[src/rtl/fetch_decode_if.sv]
// Instruction memory read port between the fetch sequencer (master) and memory (slave).
// The request stays high until ack. Ack is only meaningful while the request is high.
interface fetch_decode_if #(
   parameter int WIDTH    = 16,
   parameter int ADDRBITS = 16
);
   logic                mem_req;
   logic [ADDRBITS-1:0] mem_addr;
   logic                mem_ack;
   logic [WIDTH-1:0]    mem_rdata;

   modport master (output mem_req, output mem_addr, input mem_ack, input mem_rdata);
   modport slave  (input mem_req, input mem_addr, output mem_ack, output mem_rdata);
endinterface

[src/rtl/fetch_decode.sv]
// Multi-cycle fetch/decode sequencer: FETCH -> DECODE -> EXEC -> WB (-> STALL).
// It owns the PC and the instruction register, and it drives the decoded fields to the 16-bit datapath.
module fetch_decode #(
   parameter int WIDTH    = 16,
   parameter int REGBITS  = 4,
   parameter int ADDRBITS = 16
) (
   input  logic                clk,
   input  logic                reset_n,
   fetch_decode_if.master      bus,
   input  logic                stall,
   input  logic                pc_load,
   input  logic [ADDRBITS-1:0] pc_target,
   output logic [3:0]          opcode,
   output logic [3:0]          opext,
   output logic [REGBITS-1:0]  ra1,
   output logic [REGBITS-1:0]  ra2,
   output logic [REGBITS-1:0]  wa,
   output logic [WIDTH-1:0]    imm,
   output logic                use_imm,
   output logic                regwrite,
   output logic                illegal,
   output logic [ADDRBITS-1:0] pc
);

   typedef enum logic [2:0] {S_FETCH, S_DECODE, S_EXEC, S_WB, S_STALL} state_t;

   state_t              state;
   logic [WIDTH-1:0]    ir;
   logic [ADDRBITS-1:0] pc_r;
   logic                req_r;

   function automatic logic is_zext_imm(input logic [3:0] op);
      return (op == 4'h1) || (op == 4'h2) || (op == 4'h3) || (op == 4'hD);
   endfunction

   function automatic logic is_sext_imm(input logic [3:0] op);
      return (op == 4'h5) || (op == 4'h9) || (op == 4'hB);
   endfunction

   function automatic logic [WIDTH-1:0] sext8(input logic signed [7:0] v);
      logic signed [WIDTH-1:0] t;
      t = v;
      return t;
   endfunction

   function automatic logic [WIDTH-1:0] zext8(input logic [7:0] v);
      return WIDTH'(v);
   endfunction

   // req_r is cleared by reset, so the first request appears one edge after reset is released.
   always_ff @(posedge clk or negedge reset_n) begin
      if (!reset_n) begin
         state <= S_FETCH;
         pc_r  <= '0;
         ir    <= '0;
         req_r <= 1'b0;
      end else begin
         case (state)
            S_FETCH: begin
               if (req_r && bus.mem_ack) begin
                  ir    <= bus.mem_rdata;
                  state <= S_DECODE;
                  req_r <= 1'b0;
               end else begin
                  req_r <= 1'b1;
               end
            end
            S_DECODE: state <= S_EXEC;
            S_EXEC:   state <= S_WB;
            S_WB: begin
               pc_r <= pc_load ? pc_target : pc_r + ADDRBITS'(1);
               if (stall) begin
                  state <= S_STALL;
               end else begin
                  state <= S_FETCH;
                  req_r <= 1'b1;
               end
            end
            S_STALL: begin
               if (!stall) begin
                  state <= S_FETCH;
                  req_r <= 1'b1;
               end
            end
            default: begin
               state <= S_FETCH;
               req_r <= 1'b0;
            end
         endcase
      end
   end

   logic op_defined;
   logic writes;

   always_comb begin
      op_defined = (ir[15:12] == 4'h0) || is_zext_imm(ir[15:12]) || is_sext_imm(ir[15:12]);
      // NOP, CMP and CMPI only set flags, so they never write a register.
      writes     = op_defined && (ir != '0) &&
                   !((ir[15:12] == 4'h0) && (ir[7:4] == 4'hB)) && (ir[15:12] != 4'hB);
      imm        = '0;
      if (is_zext_imm(ir[15:12])) imm = zext8(ir[7:0]);
      if (is_sext_imm(ir[15:12])) imm = sext8(ir[7:0]);
   end

   assign use_imm      = is_zext_imm(ir[15:12]) || is_sext_imm(ir[15:12]);
   assign opcode       = ir[15:12];
   assign opext        = ir[7:4];
   assign ra1          = REGBITS'(ir[11:8]);
   assign ra2          = REGBITS'(ir[3:0]);
   assign wa           = REGBITS'(ir[11:8]);
   assign regwrite     = (state == S_WB) && writes;
   assign illegal      = (state == S_DECODE) && !op_defined;
   assign pc           = pc_r;
   assign bus.mem_req  = req_r;
   assign bus.mem_addr = pc_r;

endmodule
[src/flat_wrapper.sv]
// flat-port wrapper written by rule: the top's interface ports become plain ports
module fetch_decode_flat 
#(
   parameter int WIDTH    = 16,
   parameter int REGBITS  = 4,
   parameter int ADDRBITS = 16
)
  (clk, reset_n, stall, pc_load, pc_target, opcode, opext, ra1, ra2, wa, imm, use_imm, regwrite, illegal, pc, bus_mem_req, bus_mem_addr, bus_mem_ack, bus_mem_rdata);
  fetch_decode_if #(.WIDTH(WIDTH), .ADDRBITS(ADDRBITS)) bus_i ();
  input  logic clk;
  input  logic reset_n;
  input  logic stall;
  input  logic pc_load;
  input  logic [ADDRBITS-1:0] pc_target;
  output logic [3:0] opcode;
  output logic [3:0] opext;
  output logic [REGBITS-1:0] ra1;
  output logic [REGBITS-1:0] ra2;
  output logic [REGBITS-1:0] wa;
  output logic [WIDTH-1:0] imm;
  output logic use_imm;
  output logic regwrite;
  output logic illegal;
  output logic [ADDRBITS-1:0] pc;
  output wire logic [$bits(bus_i.mem_req)-1:0] bus_mem_req;
  output wire logic [$bits(bus_i.mem_addr)-1:0] bus_mem_addr;
  input wire logic [$bits(bus_i.mem_ack)-1:0] bus_mem_ack;
  input wire logic [$bits(bus_i.mem_rdata)-1:0] bus_mem_rdata;
  assign bus_mem_req = bus_i.mem_req;
  assign bus_mem_addr = bus_i.mem_addr;
  assign bus_i.mem_ack = bus_mem_ack;
  assign bus_i.mem_rdata = bus_mem_rdata;
  fetch_decode #(.WIDTH(WIDTH), .REGBITS(REGBITS), .ADDRBITS(ADDRBITS)) u_core (.clk(clk), .reset_n(reset_n), .bus(bus_i), .stall(stall), .pc_load(pc_load), .pc_target(pc_target), .opcode(opcode), .opext(opext), .ra1(ra1), .ra2(ra2), .wa(wa), .imm(imm), .use_imm(use_imm), .regwrite(regwrite), .illegal(illegal), .pc(pc));
endmodule
[config.mk]
export PLATFORM = sky130hd
export DESIGN_NAME = fetch_decode_flat
export DESIGN_NICKNAME = d
export VERILOG_FILES = /design/src/rtl/fetch_decode_if.sv /design/src/rtl/fetch_decode.sv /design/src/flat_wrapper.sv
export SDC_FILE = /design/constraint.sdc
export NUM_CORES = 1
export LEC_CHECK = 0
export ABC_CLOCK_PERIOD_IN_PS = 2000
export BUFFER_PORTS_ARGS = -buffer_cell sky130_fd_sc_hd__buf_2
export CORE_ASPECT_RATIO = 0.8
export CORE_MARGIN = 3
export CORE_UTILIZATION = 46
export DETAILED_ROUTE_END_ITERATION = 10
export GPL_TIMING_DRIVEN = 0
export PLACE_DENSITY = 0.79
export SLEW_MARGIN = 20
export SYNTH_ARGS = -nofsm -noshare
export SYNTH_HDL_FRONTEND = slang
export SYNTH_SLANG_ARGS = --single-unit
[constraint.sdc]
create_clock -name clk -period 2 [get_ports clk]
set_input_delay 0.3 -clock clk [delete_from_list [all_inputs] [get_ports clk]]
set_output_delay 0.3 -clock clk [all_outputs]
set_load 0.01 [all_outputs]
==> summary.txt <==
Global route
  – Wire length of the first global-routing pass: 9000 µm
  – Pin count of the biggest net entering global routing: 37
  – Antenna violations before repair: 0
  – Number of global-route vias before repair: 1891
  – GRT Resource Usage Total: 19.8%
  – Congestion Overflow GR: 0

Power and ir drop
  – Largest vdd supply drop: 0.934 mV
  – Power Density: 1570 nW/µm²
  – Cell leakage power: 1.46 nW

Timing
  – Final Slew Violations: 0
  – Setup violation total in the final timing report: 0
  – Final Hold Violating Endpoints: 0
  – Final critical-path required period: 1.84 ns
  – RSZ-0062 raised after global routing: false
  – Final Cycle Share: 92.0%
  – Final sum of negative setup slack: 0 ns
  – Highest clock frequency the design can meet: 0.544 GHz
  – Relative slew margins: 46.8%
  – Worst-margin pin slew: 0.798 ns
  – Fin Clk Skew: 0.00706 ns

Run
  – Max-Cap Viols: 0

Detailed routing
  – Final wirelength: 5780 µm
  – Met2 WL: 2860 µm
  – Final ANT Viol Nets: 0
  – Per-cell routed wire length: 14.3 µm
  – DRT iter0 DRCs: 94
  – Uppermost layer routed: met4
  – Vias after detailed routing: 2121
  – Number of vias per cell: 5.26
  – Met1 layer wirelength in the final routing: 2580 µm
  – Remaining DRCs: 0
  – Number of iterations in the first detailed-routing pass: 4
  – Met3 WL: 321 µm

Placement
  – Detail Placement HPWL: 4470 µm
  – Placed cell areas: 2830 µm²
  – I/O Buffers: 108
  – Weighted congestion reported at the end of routability-driven placement: 0.834

Setup path
  – Category of the critical setup timing path: register to output port
  – Register-to-register path setup slack: 0.18 ns
  – Length in cells of the worst reg-to-reg path: 5
  – Sort of element at the end of the critical path: output port
  – Endpoint of the lowest-slack register-to-register path: u_core.bus.mem_addr[14]$_DFFE_PN0P_
  – Startpoint of the worst-slack reg-to-reg timing path: u_core.bus.mem_addr[0]$_DFFE_PN0P_
  – Highest fanout seen on the critical path: 10
  – Worst endpoint data arrival time: 1.54 ns
  – Type of origin of the critical path: register
  – Critical path data required time: 1.70 ns

Cells and area
  – Fraction of layout instances using a drive strength above 1: 47.4%
  – N_diodes: 0
  – Post-route cell area: 2920 µm²
  – Fraction of the core area covered by cells at the end of the flow: 66.1%
  – Area delta synth->final: 31.7%
  – Final net count: 384
  – Footprint of the multi-input gates: 1050 µm²
  – Fill cell total of the finished layout: 398
  – FF+latch area: 901 µm²

Synth
  – Proportion of register bits with asynchronous set or reset after synthesis: 100%
  – Number of enable-type register cells in the synthesized netlist: 0
  – Flop and latch count out of synthesis: 36
  – Yosys warnings: 0
  – Post-Synthesis Net Count: 269
  – Number of distinct library cells after synthesis: 44
  – Most used flip-flop cell after synthesis: sky130_fd_sc_hd__dfrtp_1
  – Post-synth design cell area: 2220 µm²
  – Instance count of the mapped netlist: 231
  – Synth Area per Inst: 9.59 µm²
  – Register area share after synthesis: 40.7%

Floorplanning
  – Number of top-level design ports: 109
  – Die extent in y: 68.1 µm
  – Initial core utilization: 50.2%
  – CORE AREA: 4410 µm²
  – Floorplan die area: 5690 µm²
  – Die width: 83.6 µm
  – Total number of placement rows: 21

Min path
  – Hold Path Class: input port to asynchronous set/reset pin

CTS
  – CTS tree: built
  – Sink Count: 36
  – Clock transition time at the flip-flop clock pins of the worst setup and hold paths: 0.07 ns
  – Inserted Clock Buffers: 5
  – Clock insertion delay at the later pin of the skew report: 0.28 ns
  – Level count of the clock H-tree: 2
  – CTS max path bufs: 2
  – Post-CTS setup buffers: 0
  – Clock root buffer: sky130_fd_sc_hd__clkbuf_8

Status
  – Status: complete, no violations
## per-layer routing
layer	vias to the layer above	GRT usage (%)
met5	-	0
met4	0	4.62
met3	2	4.09
met2	65	34.4
met1	1016	25.9
li1	1038	-
## registers in the layout, indices dropped and copies added (netlist names)
signal and flops:
u_core.ir 16, u_core.state 3, u_core.bus.mem_addr 16, u_core.bus.mem_req 1
## repair_timing
item	4_1_cts	5_1_grt
setup endpoints to repair	0	16
resized for setup	0	3
hold buffers	0	0
## synth_stat cells, types with 2 or more instances
cell                       instances  area share [%]
sky130_fd_sc_hd__o22ai_1           6             1.7
sky130_fd_sc_hd__dfrtp_1          36              41
sky130_fd_sc_hd__clkbuf_1          3            0.51
sky130_fd_sc_hd__and2_1            8             2.3
sky130_fd_sc_hd__o21ai_0           9             2.0
sky130_fd_sc_hd__nand2_1          15             2.5
sky130_fd_sc_hd__nor2_1           12             2.0
sky130_fd_sc_hd__buf_6             2             1.0
sky130_fd_sc_hd__mux2i_1           8             3.6
sky130_fd_sc_hd__buf_4            28             9.5
sky130_fd_sc_hd__nor4_1            3            0.85
sky130_fd_sc_hd__nand4_1           2            0.56
sky130_fd_sc_hd__inv_1             4            0.68
sky130_fd_sc_hd__mux2_2            6             3.0
sky130_fd_sc_hd__a31oi_1           2            0.56
sky130_fd_sc_hd__nand3_1          15             3.4
sky130_fd_sc_hd__and4_1            2            0.79
sky130_fd_sc_hd__mux2_1           10             5.1
sky130_fd_sc_hd__a21oi_1          14             3.2
sky130_fd_sc_hd__nor2b_1           3            0.85
sky130_fd_sc_hd__buf_2             3            0.68
sky130_fd_sc_hd__nor3_1           13             2.9
sky130_fd_sc_hd__nand2b_1          3            0.85
sky130_fd_sc_hd__a22oi_1           4             1.4
## kinds of logic after synthesis
logic type,Yosys count,synth area share (%)
flip-flops,36,40.7
XOR/XNOR,1,0.395
adder cells (fa/ha/maj),1,0.565
buffers and inverters,40,12.4
AND/OR/NAND/NOR,88,23.2
AO/OA/AOI/OAI,41,11.1
multiplexers,24,11.7
## layout make-up
cell class	count	share of cell area, %
Buffer	36	8.88
Clock buffer	6	2.49
Clock inverter	1	0.172
Inverter	4	0.515
Multi-Input combinational cell	155	36.1
Sequential cell	36	30.9
Tap cell	57	2.44
Timing Repair Buffer	108	18.5
## worst max-delay path, stage by stage (launching register included)
cell and delay [ns]:
sky130_fd_sc_hd__dfrtp_1 0.47, sky130_fd_sc_hd__nand3b_4 0.20, sky130_fd_sc_hd__clkbuf_1 0.35, sky130_fd_sc_hd__a31oi_1 0.07, sky130_fd_sc_hd__buf_2 0.17
## placed cells by master, fill, tap and decap left out, types with 2 or more instances in the layout
cell type,synthesis,layout
sky130_fd_sc_hd__buf_2,3,111
sky130_fd_sc_hd__dfrtp_1,36,36
sky130_fd_sc_hd__buf_4,28,28
sky130_fd_sc_hd__nand3_1,15,15
sky130_fd_sc_hd__nand2_1,15,15
sky130_fd_sc_hd__a21oi_1,14,13
sky130_fd_sc_hd__nor3_1,13,13
sky130_fd_sc_hd__nor2_1,12,11
sky130_fd_sc_hd__mux2_1,10,10
sky130_fd_sc_hd__o21ai_0,9,9
sky130_fd_sc_hd__and2_1,8,8
sky130_fd_sc_hd__mux2i_1,8,8
sky130_fd_sc_hd__o22ai_1,6,6
sky130_fd_sc_hd__mux2_2,6,6
sky130_fd_sc_hd__clkbuf_8,0,5
sky130_fd_sc_hd__inv_1,4,4
sky130_fd_sc_hd__clkbuf_1,3,4
sky130_fd_sc_hd__a22oi_1,4,4
sky130_fd_sc_hd__nand2b_1,3,3
sky130_fd_sc_hd__nor2b_1,3,3
sky130_fd_sc_hd__nor4_1,3,2
sky130_fd_sc_hd__buf_6,2,2
sky130_fd_sc_hd__a31oi_1,2,2
sky130_fd_sc_hd__nand4_1,2,2
sky130_fd_sc_hd__and4_1,2,2
## worst max path at each step
stage | from | end
2_1_floorplan | u_core.bus.mem_addr[0]$_DFFE_PN0P_ | u_core.bus.mem_addr[14]$_DFFE_PN0P_
3_3_place_gp | u_core.bus.mem_addr[0]$_DFFE_PN0P_ | u_core.bus.mem_addr[14]$_DFFE_PN0P_
3_5_place_dp | u_core.bus.mem_addr[0]$_DFFE_PN0P_ | u_core.bus.mem_addr[14]$_DFFE_PN0P_
4_1_cts | u_core.ir[13]$_DFFE_PN0P_ | imm[11]
5_1_grt | u_core.bus.mem_addr[0]$_DFFE_PN0P_ | u_core.bus.mem_addr[14]$_DFFE_PN0P_
6_report | u_core.state[2]$_DFFE_PN0P_ | regwrite
## report_power, final
part           switching, W  internal [W]  total [W]
clock network      0.000243      0.000237   0.000480
logic               0.00128       0.00129    0.00257
registers          0.000482       0.00106    0.00155
total               0.00200       0.00259    0.00459
## metrics by stage
stage	total power (W)	hold WS, ns	instances	worst slack [ns]
5_1_grt	0.00496	0.148	403	0.0329
6_report	0.00459	0.104	403	0.161
4_1_cts	0.00461	0.132	403	0.0626
3_5_place_dp	0.00412	0.434	396	0.201
2_1_floorplan	0.00312	0.00441	231	0.424
3_3_place_gp	0.00403	0.441	396	0.224
Note: power is estimated with default switching activity, not from simulation.
